`config.mk`:
```
export PLATFORM = sky130hd
export DESIGN_NAME = sram_1rw_arbiter
export DESIGN_NICKNAME = d
export VERILOG_FILES = /design/src/rtl/sram_1rw_arbiter.sv
export SDC_FILE = /design/constraint.sdc
export NUM_CORES = 1
export LEC_CHECK = 0
export ABC_AREA = 0
export CORE_AREA = 2 2 64 66
export DETAILED_ROUTE_END_ITERATION = 7
export DIE_AREA = 0 0 66 68
export GPL_ROUTABILITY_DRIVEN = 0
export GPL_TIMING_DRIVEN = 0
export HOLD_SLACK_MARGIN = 0.05
export PLACE_DENSITY_LB_ADDON = 0.25
export SLEW_MARGIN = 30
export SYNTH_ARGS = -nofsm -noshare
export SYNTH_HDL_FRONTEND = slang
export SYNTH_SLANG_ARGS = --single-unit
```
`constraint.sdc`:
```
create_clock -name clock -period 1.6 [get_ports clock]
set_input_delay 0.48 -clock clock [delete_from_list [all_inputs] [get_ports clock]]
set_output_delay 0.48 -clock clock [all_outputs]
set_load 0.01 [all_outputs]
```
`src/rtl/sram_1rw_arbiter.sv`:
```
// Shares one 1RW SRAM macro between a read and a write requester: writes win, reads wait at most STARVE_LIMIT cycles.
// Define SRAM_ARB_INIT_EN to zero-fill the array after every reset before granting requests.
module sram_1rw_arbiter #(
   parameter int ADDR_W       = 6,
   parameter int DATA_W       = 24,
   parameter int DEPTH        = 64,
   parameter int STARVE_LIMIT = 3
) (
   input  logic              clock,
   input  logic              reset_n,
   input  logic              rd_valid,
   output logic              rd_ready,
   input  logic [ADDR_W-1:0] rd_addr,
   output logic              resp_valid,
   output logic [DATA_W-1:0] resp_data,
   input  logic              wr_valid,
   output logic              wr_ready,
   input  logic [ADDR_W-1:0] wr_addr,
   input  logic [DATA_W-1:0] wr_data,
   output logic              init_done,
   output logic              sram_en,
   output logic              sram_wmode,
   output logic              sram_wmask,
   output logic [ADDR_W-1:0] sram_addr,
   output logic [DATA_W-1:0] sram_wdata,
   input  logic [DATA_W-1:0] sram_rdata
);

   typedef enum logic {ST_INIT = 1'b0, ST_RUN = 1'b1} state_t;

   localparam logic [3:0] STARVE_MAX = 4'(STARVE_LIMIT);

   state_t            state_r;
   logic [3:0]        starve_cnt_r, starve_next_s;
   logic              resp_valid_r;
   logic              rd_grant_s, wr_grant_s;
   logic              en_s, wmode_s, wmask_s;
   logic [ADDR_W-1:0] addr_s;
   logic [DATA_W-1:0] wdata_s;

`ifdef SRAM_ARB_INIT_EN
   logic [ADDR_W-1:0] init_cnt_r, init_cnt_next_s;
   state_t            state_next_s;

   // Zero-fill walk: one entry per cycle, then hand over to RUN
   always_comb begin
      state_next_s    = state_r;
      init_cnt_next_s = init_cnt_r;
      case (state_r)
         ST_INIT: begin
            init_cnt_next_s = init_cnt_r + ADDR_W'(1);
            if (init_cnt_r == ADDR_W'(DEPTH - 1)) begin
               state_next_s = ST_RUN;
            end else begin
               state_next_s = ST_INIT;
            end
         end
         ST_RUN:  state_next_s = ST_RUN;
         default: state_next_s = ST_INIT;
      endcase
   end

   // State and fill counter registers
   always_ff @(posedge clock or negedge reset_n) begin
      if (!reset_n) begin
         state_r    <= ST_INIT;
         init_cnt_r <= '0;
      end else begin
         state_r    <= state_next_s;
         init_cnt_r <= init_cnt_next_s;
      end
   end

   assign init_done = (state_r == ST_RUN);
`else
   assign state_r   = ST_RUN;
   assign init_done = 1'b1;
`endif

   // Per-cycle grant and macro pin drive
   always_comb begin
      rd_grant_s    = 1'b0;
      wr_grant_s    = 1'b0;
      en_s          = 1'b0;
      wmode_s       = 1'b0;
      wmask_s       = 1'b0;
      addr_s        = '0;
      wdata_s       = '0;
      starve_next_s = starve_cnt_r;
      case (state_r)
         ST_INIT: begin
`ifdef SRAM_ARB_INIT_EN
            en_s    = 1'b1;
            wmode_s = 1'b1;
            wmask_s = 1'b1;
            addr_s  = init_cnt_r;
`endif
         end
         ST_RUN: begin
            if (rd_valid && wr_valid) begin
               if (starve_cnt_r == STARVE_MAX) begin
                  rd_grant_s    = 1'b1;
                  starve_next_s = 4'd0;
               end else begin
                  wr_grant_s    = 1'b1;
                  starve_next_s = starve_cnt_r + 4'd1;
               end
            end else if (wr_valid) begin
               wr_grant_s = 1'b1;
            end else if (rd_valid) begin
               rd_grant_s    = 1'b1;
               starve_next_s = 4'd0;
            end else begin
               starve_next_s = starve_cnt_r;
            end
            if (wr_grant_s) begin
               en_s    = 1'b1;
               wmode_s = 1'b1;
               wmask_s = 1'b1;
               addr_s  = wr_addr;
               wdata_s = wr_data;
            end else if (rd_grant_s) begin
               en_s   = 1'b1;
               addr_s = rd_addr;
            end else begin
               en_s = 1'b0;
            end
         end
         default: en_s = 1'b0;
      endcase
   end

   // Starvation counter and read-response valid
   always_ff @(posedge clock or negedge reset_n) begin
      if (!reset_n) begin
         starve_cnt_r <= 4'd0;
         resp_valid_r <= 1'b0;
      end else begin
         starve_cnt_r <= starve_next_s;
         resp_valid_r <= rd_grant_s;
      end
   end

   // Reset forces every macro pin and handshake low at once, even while the FSM sits in RUN
   assign rd_ready   = reset_n & rd_grant_s;
   assign wr_ready   = reset_n & wr_grant_s;
   assign sram_en    = reset_n & en_s;
   assign sram_wmode = reset_n & wmode_s;
   assign sram_wmask = reset_n & wmask_s;
   assign sram_addr  = reset_n ? addr_s : '0;
   assign sram_wdata = reset_n ? wdata_s : '0;
   assign resp_valid = resp_valid_r;
   assign resp_data  = resp_valid_r ? sram_rdata : '0;

endmodule

```
==> run_results.csv, run 1 <==
group,metric,value,unit
run_status,outcome,"complete, but fails checks",
run_status,violations,"setup timing",
clock_tree,cts_root_buf,"clkbuf_8",
cells_and_area,num_antenna_cells,0,
logic_synthesis,synth_seq_cells,5,
clock_tree,worstSkewPairLatency,0.22,ns
global_route,grt_pass1_vias,1002,
power_and_ir_drop,p_per_area,417,mW/mm^2
route,first_pass_iters,3,
logic_synthesis,syn_avg_cell_area,7.43,um^2
logic_synthesis,netlist_area,698,um^2
route,routed_wl,3.31,mm
die,ios,125,
setup_path,cp-start-kind,"register",
clock_tree,cts_sinks,5,
power_and_ir_drop,clkPwrFrac,26.1,%
cells_and_area,finish.utilization,55.0,%
global_route,use_met1,13.7,%
logic_synthesis,synth_simple_gate_area_share,53.2,%
logic_synthesis,synthMuxAreaShare,0,%
logic_synthesis,synthAdderAreaFrac,1.79,%
power_and_ir_drop,power_frac_seq,17.9,%
die,die-width,66,um
setup_path,critical_path_required,1.12,ns
logic_synthesis,synth.net_count,159,
setup_path,critPathCaptureType,"output port",
setup_path,path_max_fanout,5,
global_route,grt.busiest_layer,"met2",
global_route,grt_pass1_wl,4.59,mm
global_route,grt_overflow,0,
timing,hold_violations,0,
power_and_ir_drop,p_sw,0.245,mW
logic_synthesis,synth.distinct_cells,21,
timing,fmax,461,MHz
die,start_util,18.1,%
cells_and_area,area_growth,204,%
route,vias,1124,
setup_path,path_class,"register to output port",
power_and_ir_drop,peakVddDrop,0.676,mV
route,ant_nets,0,
clock_tree,cts_tree,"yes",
die,die_y,68,um
global_route,grt_max_degree,11,
placement,hpwl,2.59,mm
global_route,grt_usage,12.9,%
logic_synthesis,synthXorXnorAreaFrac,0,%
route,drtIter0Drc,23,
power_and_ir_drop,power_frac_comb,56.0,%
cells_and_area,nNetsFinal,298,
route,wl_per_cell,11.7,um
timing,setup_viol,34,
logic_synthesis,synth_top_family_by_area,"simple AND/OR/NAND/NOR gates",
timing,drv_slew,0,
route,drcViolationCount,0,
cells_and_area,layout-drive-gt1-share,49.1,%
cells_and_area,multi_input_area,586,um^2
run,cap_violations,0,
timing,rsz0062_at_grt,"true",
clock_tree,cts.path.max_buffers,2,
timing,finalClockSkew,0.00151,ns
route,viasPerCell,3.99,
logic_synthesis,postSynthCellCount,94,
clock_tree,h-tree-depth,1,
logic_synthesis,yosys_warnings,0,
power_and_ir_drop,netSwitchingFraction,27.7,%
placement,io_buffers,122,
die,core.rowCount,23,
placement,pre_cts_slack,-1.28,ns
cells_and_area,filler_cell_count,388,
clock_tree,path_clk_slew,0.03,ns
global_route,grtUsageMet2,25.6,%
min_path,hold_class,"input port to asynchronous set/reset pin",
setup_path,worst_ep_arrival_time,1.69,ns
power_and_ir_drop,power_leakage,1.08,nW
timing,fin_crit_sh,136,%
die,core-area,0.00386,mm^2
logic_synthesis,synth_compound_area_share,16.7,%
power_and_ir_drop,p_int,0.639,mW
timing,worst_slack,-0.571,ns
global_route,antenna_found_initial,0,
clock_tree,cts_buffers,3,
logic_synthesis,seq_area_frac_synth,17.9,%
timing,min_period,2.17,ns
global_route,met3_usage,3.29,%
die,dieArea,0.00449,mm^2
cells_and_area,regArea,126,um^2
## critical path: stages, from the launching register on
cell	delay, ns
dfrtp_1	0.35
ha_2	0.19
nor3b_4	0.23
a21oi_4	0.10
buf_6	0.13
buf_6	0.12
a22o_1	0.21
buf_2	0.14
## synth_stat cells (all sizes together)
master	number	area (um^2)
a21oi	1	8.76
a22o	6	52.6
and2	49	307
buf	6	43.8
clkbuf	4	17.5
conb	1	3.75
dfrtp	5	125
ha	1	12.5
inv	2	7.51
nand2	2	7.51
nand2b	4	25.0
nand3	4	20.0
nor3b	1	12.5
o211a	1	10.0
o21a	1	7.51
o21ai	4	20.0
o2bb2ai	1	8.76
o311ai	1	8.76
## layout make-up
type,count,area share (%)
Sequential cell,5,5.96
Inverter,2,0.354
Multi-Input combinational cell,77,27.6
Clock buffer,4,2.12
Buffer,10,5.01
Tap cell,50,2.95
Timing Repair Buffer,134,56.0
## state kept, by name, indices dropped and copies added, names as in the netlist
name,cells
resp_valid,1
starve_cnt_r,4
## per-layer routing
metal  routed length (um)  part of all wire, %
met5                    0                    0
met4                   11                 0.33
met3                  301                  9.1
met1                 1150                   35
met2                 1850                   56
## what timing repair did
action | 4_1_cts | 5_1_grt
pin swaps | 31 | 3
buffers inserted | 9 | 1
endpoints found under the setup margin | 60 | 53
hold buffers | 0 | 0
cloned | 2 | 0
resized for setup | 312 | 18
## per-stage QoR
step	area [um^2]	instances	setup TNS (ns)	hold WS, ns	total power [mW]
after CTS	2060	281	-16.87	0.190	0.865
after detailed placement	2050	266	-53.41	0.545	0.637
after global routing	2120	282	-19.20	0.198	0.941
after global placement	2050	266	-53.20	0.534	0.633
after floorplan	767	94	-4.42	0.184	0.328
final	2120	282	-16.43	0.191	0.885
## worst paths after layout
check / slack [ns] / to / cells past startpoint / from
min reg2reg: 0.60 / starve_cnt_r[2] / 1 / starve_cnt_r[2]
max: -0.57 / sram_addr[3] / 7 / starve_cnt_r[1]
max reg2reg: 0.55 / starve_cnt_r[0] / 3 / starve_cnt_r[2]
min: 0.19 / starve_cnt_r[1] / 1 / reset_n
max in group asynchronous: 1.22 / resp_valid / 1 / reset_n
min in group clock: 0.60 / starve_cnt_r[2] / 1 / starve_cnt_r[2]
## logic make-up (layout without fill, tap and decap cells)
logic type      Yosys count  in the layout
compound gates           15             15
other cells               1              1
buf+inv                  12            150
simple gates             60             60
fa+ha+maj                 1              1
flops                     5              5
## power groups by stage
stage | registers, mW | clock network, mW | logic (mW)
3_5_place_dp | 0.162 | 0 | 0.475
2_1_floorplan | 0.158 | 0 | 0.170
4_1_cts | 0.157 | 0.234 | 0.475
6_report | 0.158 | 0.231 | 0.496
5_1_grt | 0.160 | 0.245 | 0.536
3_3_place_gp | 0.161 | 0 | 0.472
## cell usage in the layout (no fill, tap or decap), types with 2 or more instances in the layout
cell type	count
a22o_1	6
and2_1	26
and2_4	23
buf_2	33
buf_4	6
buf_6	39
buf_8	2
clkbuf_8	3
clkdlybuf4s50_1	36
dfrtp_1	4
dlygate4sd2_1	25
inv_1	2
nand2_1	2
nand2b_1	4
nand3_1	4
o21ai_0	4
Power figures use the tool's default switching activity.
==> run 2, diff against run 1 <==
--- a/config.mk
+++ b/config.mk
@@ -12,6 +12,7 @@
 export GPL_ROUTABILITY_DRIVEN = 0
 export GPL_TIMING_DRIVEN = 0
 export HOLD_SLACK_MARGIN = 0.05
+export MAX_ROUTING_LAYER = met4
 export PLACE_DENSITY_LB_ADDON = 0.25
 export SLEW_MARGIN = 30
 export SYNTH_ARGS = -nofsm -noshare
==> results of run 2 <==
The final DEF is identical to that of run 1; final timing and power are the same.
Main changes from that run: overall routing resource usage 12.9% -> 13.2%
==> run 3, diff against run 2 <==
--- a/config.mk
+++ b/config.mk
@@ -6,9 +6,11 @@
 export NUM_CORES = 1
 export LEC_CHECK = 0
 export ABC_AREA = 0
-export CORE_AREA = 2 2 64 66
+export CELL_PAD_IN_SITES_DETAIL_PLACEMENT = 1
+export CELL_PAD_IN_SITES_GLOBAL_PLACEMENT = 1
+export CORE_AREA = 2 2 80 82
 export DETAILED_ROUTE_END_ITERATION = 7
-export DIE_AREA = 0 0 66 68
+export DIE_AREA = 0 0 82 84
 export GPL_ROUTABILITY_DRIVEN = 0
 export GPL_TIMING_DRIVEN = 0
 export HOLD_SLACK_MARGIN = 0.05
==> constraint.sdc (replaced) <==
create_clock -name clock -period 2.6 [get_ports clock]
set_input_delay 0.78 -clock clock [delete_from_list [all_inputs] [get_ports clock]]
set_output_delay 0.78 -clock clock [all_outputs]
set_load 0.01 [all_outputs]
==> run 3 against run 2 <==
The flow now finishes without violations. Clock skew shrank 0.0011 ns. Non-clock buffer count increased by 2. Global-route usage down 2.3 points. Clock-buffer cell count is the same. First-iteration DRC count up 8.7%. Clock power is 37% lower. Hold slack improved by 0.16 ns. Design area grew 5.1%. Sequential share of layout area decreased by 0.35 points. Combinational power shrank 36%. Utilization is 18 points lower.
==> run_results.csv, run 3 (synthesized netlist as in run 1, its figures left out) <==
group,metric,value,unit
power_and_ir_drop,netSwitchingFraction,27.9,%
setup_path,critPathBufInv,4,
cells_and_area,final_area,0.00223,mm^2
power_and_ir_drop,power_leakage,1.08,nW
power_and_ir_drop,power_frac_seq,17.6,%
setup_path,path_max_fanout,6,
timing,fmax,385,MHz
run,cap_violations,0,
placement,placed_area,0.00202,mm^2
setup_path,path_class,"register to output port",
setup_path,cp_slowest_cell,"dfrtp_1",
power_and_ir_drop,peakVddDrop,0.134,mV
cells_and_area,stdcell_count,311,
timing,rsz0062_at_grt,"true",
timing,finalClockSkew,0.000372,ns
route,first_pass_iters,4,
cells_and_area,num_antenna_cells,0,
setup_path,worstPathCellList,"ha_2 > nor3b_4 > a21oi_4 > buf_6 > buf_6 > buf_6 > a22o_1 > buf_6",
global_route,grt_pass1_vias,1209,
route,ant_nets,0,
route,dr_wl_met2,1.52,mm
clock_tree,cts_root_buf,"clkbuf_8",
setup_path,ff2ff_setup_slack,1.43,ns
route,vias,1203,
route,viasPerCell,3.87,
die,ios,125,
setup_path,worst_ep_arrival_time,1.82,ns
clock_tree,cts_buffers,3,
route,routed_wl,3.83,mm
route,drcViolationCount,0,
die,die_y,84,um
power_and_ir_drop,p_sw,0.156,mW
die,dieArea,0.00689,mm^2
setup_path,critical_path_required,1.82,ns
power_and_ir_drop,p_int,0.402,mW
setup_path,critPathCaptureType,"output port",
power_and_ir_drop,clkPwrFrac,26.0,%
clock_tree,holdBufCountCts,0,
clock_tree,path_clk_slew,0.04,ns
timing,setup_viol,0,
cells_and_area,layout_commonest_cell,"clkdlybuf4s50_1",
placement,post-place-cells,293,
die,core.rowCount,29,
clock_tree,h-tree-depth,1,
run_status,outcome,"finished clean",
cells_and_area,layout-drive-gt1-share,34.2,%
global_route,grt_usage,10.9,%
setup_path,slowest_delay,0.37,ns
route,wl_met3,860,um
min_path,hold_class,"input port to asynchronous set/reset pin",
die,die-width,82,um
timing,drv_slew,0,
cells_and_area,final_cell_mix,"clkdlybuf4s50_1 (61), and2_1 (31), buf_6 (28)",
clock_tree,worstSkewPairLatency,0.22,ns
cells_and_area,area_growth,220,%
global_route,grt_max_degree,11,
cells_and_area,nNetsFinal,300,
clock_tree,cts_sinks,5,
global_route,grt_overflow,0,
timing,worst_slack,0.00416,ns
placement,pre_cts_slack,-0.978,ns
setup_path,cp-start-kind,"register",
clock_tree,cts_tree,"yes",
clock_tree,cts.path.max_buffers,2,
route,wl_per_cell,12.3,um
timing,fin_crit_sh,99.8,%
timing,min_period,2.60,ns
route,highest_layer,"met4",
global_route,antenna_found_initial,0,
power_and_ir_drop,power_frac_comb,56.4,%
placement,io_buffers,122,
power_and_ir_drop,power,0.558,mW
die,core-area,0.00610,mm^2
cells_and_area,largest-register,"starve_cnt_r",
timing,hold_violations,0,
die,start_util,11.5,%
cells_and_area,largest_reg_flops,4,
route,drtIter0Drc,25,
placement,hpwl,3.05,mm
setup_path,cp_num_cells,8,
power_and_ir_drop,p_per_area,250,mW/mm^2
setup_path,reg2regPathDepth,5,
route,wl_met1,1.44,mm
global_route,grt_pass1_wl,5.71,mm
setup_path,path_delay_family,"buffers and inverters",
cells_and_area,finish.utilization,36.6,%
setup_path,critPathMostFrequentCell,"buf_6",
run 3: cell types whose count changed in the layout (fill, tap and decap cells not counted), sizes merged:
cell and change:
clkdlybuf4s50 +25, dlygate4sd2 +1, clkdlybuf4s15 +4, buf -35
clkbuf +7
run 3: layout make-up:
class | count | area (um^2)
plain buffers | 10 | 80.1
clock buffers | 4 | 45.0
fillers | 742 | 3860
inverters | 2 | 7.51
multi-input cells | 77 | 576
flip-flops and latches | 5 | 125
well taps | 77 | 96.3
repair buffers | 136 | 1300
run 3: through the flow:
stage / hold slack, ns / setup TNS [ns]
finish: 0.351 / 0
global route: 0.347 / -0.302
CTS: 0.374 / 0
detailed placement: 0.547 / -32.57
global placement: 0.540 / -31.81
floorplan: 0.484 / 0
run 3: power by group through the flow:
stage          registers (mW)  clock network (mW)  logic, mW
6_report               0.0978               0.145      0.315
5_1_grt                0.0995               0.159      0.344
4_1_cts                0.0974               0.152      0.283
3_5_place_dp           0.0982                   0      0.283
3_3_place_gp           0.0988                   0      0.281
2_1_floorplan          0.0961                   0     0.0909
run 3: repair_timing:
action	CTS	global route
buffers inserted	9	3
gates resized for setup	164	56
endpoints found under the hold margin	0	0
pin swaps	2	8
setup endpoints to repair	59	29
gates cloned	2	0
run 3: worst paths after layout:
check | start | endpoint
min reg2reg | starve_cnt_r[2] | starve_cnt_r[2]
max reg2reg | starve_cnt_r[0] | resp_valid
min | reset_n | resp_valid
max | starve_cnt_r[0] | sram_addr[1]
min in group clock | starve_cnt_r[2] | starve_cnt_r[2]
max in group asynchronous | reset_n | starve_cnt_r[2]
run 3: metal layers:
metal | global-route usage, % | vias to the layer above
met2 | 16.4 | 116
met4 | 0.455 | 0
li1 | - | 579
met3 | 6.28 | 2
met5 | - | -
met1 | 13.4 | 506
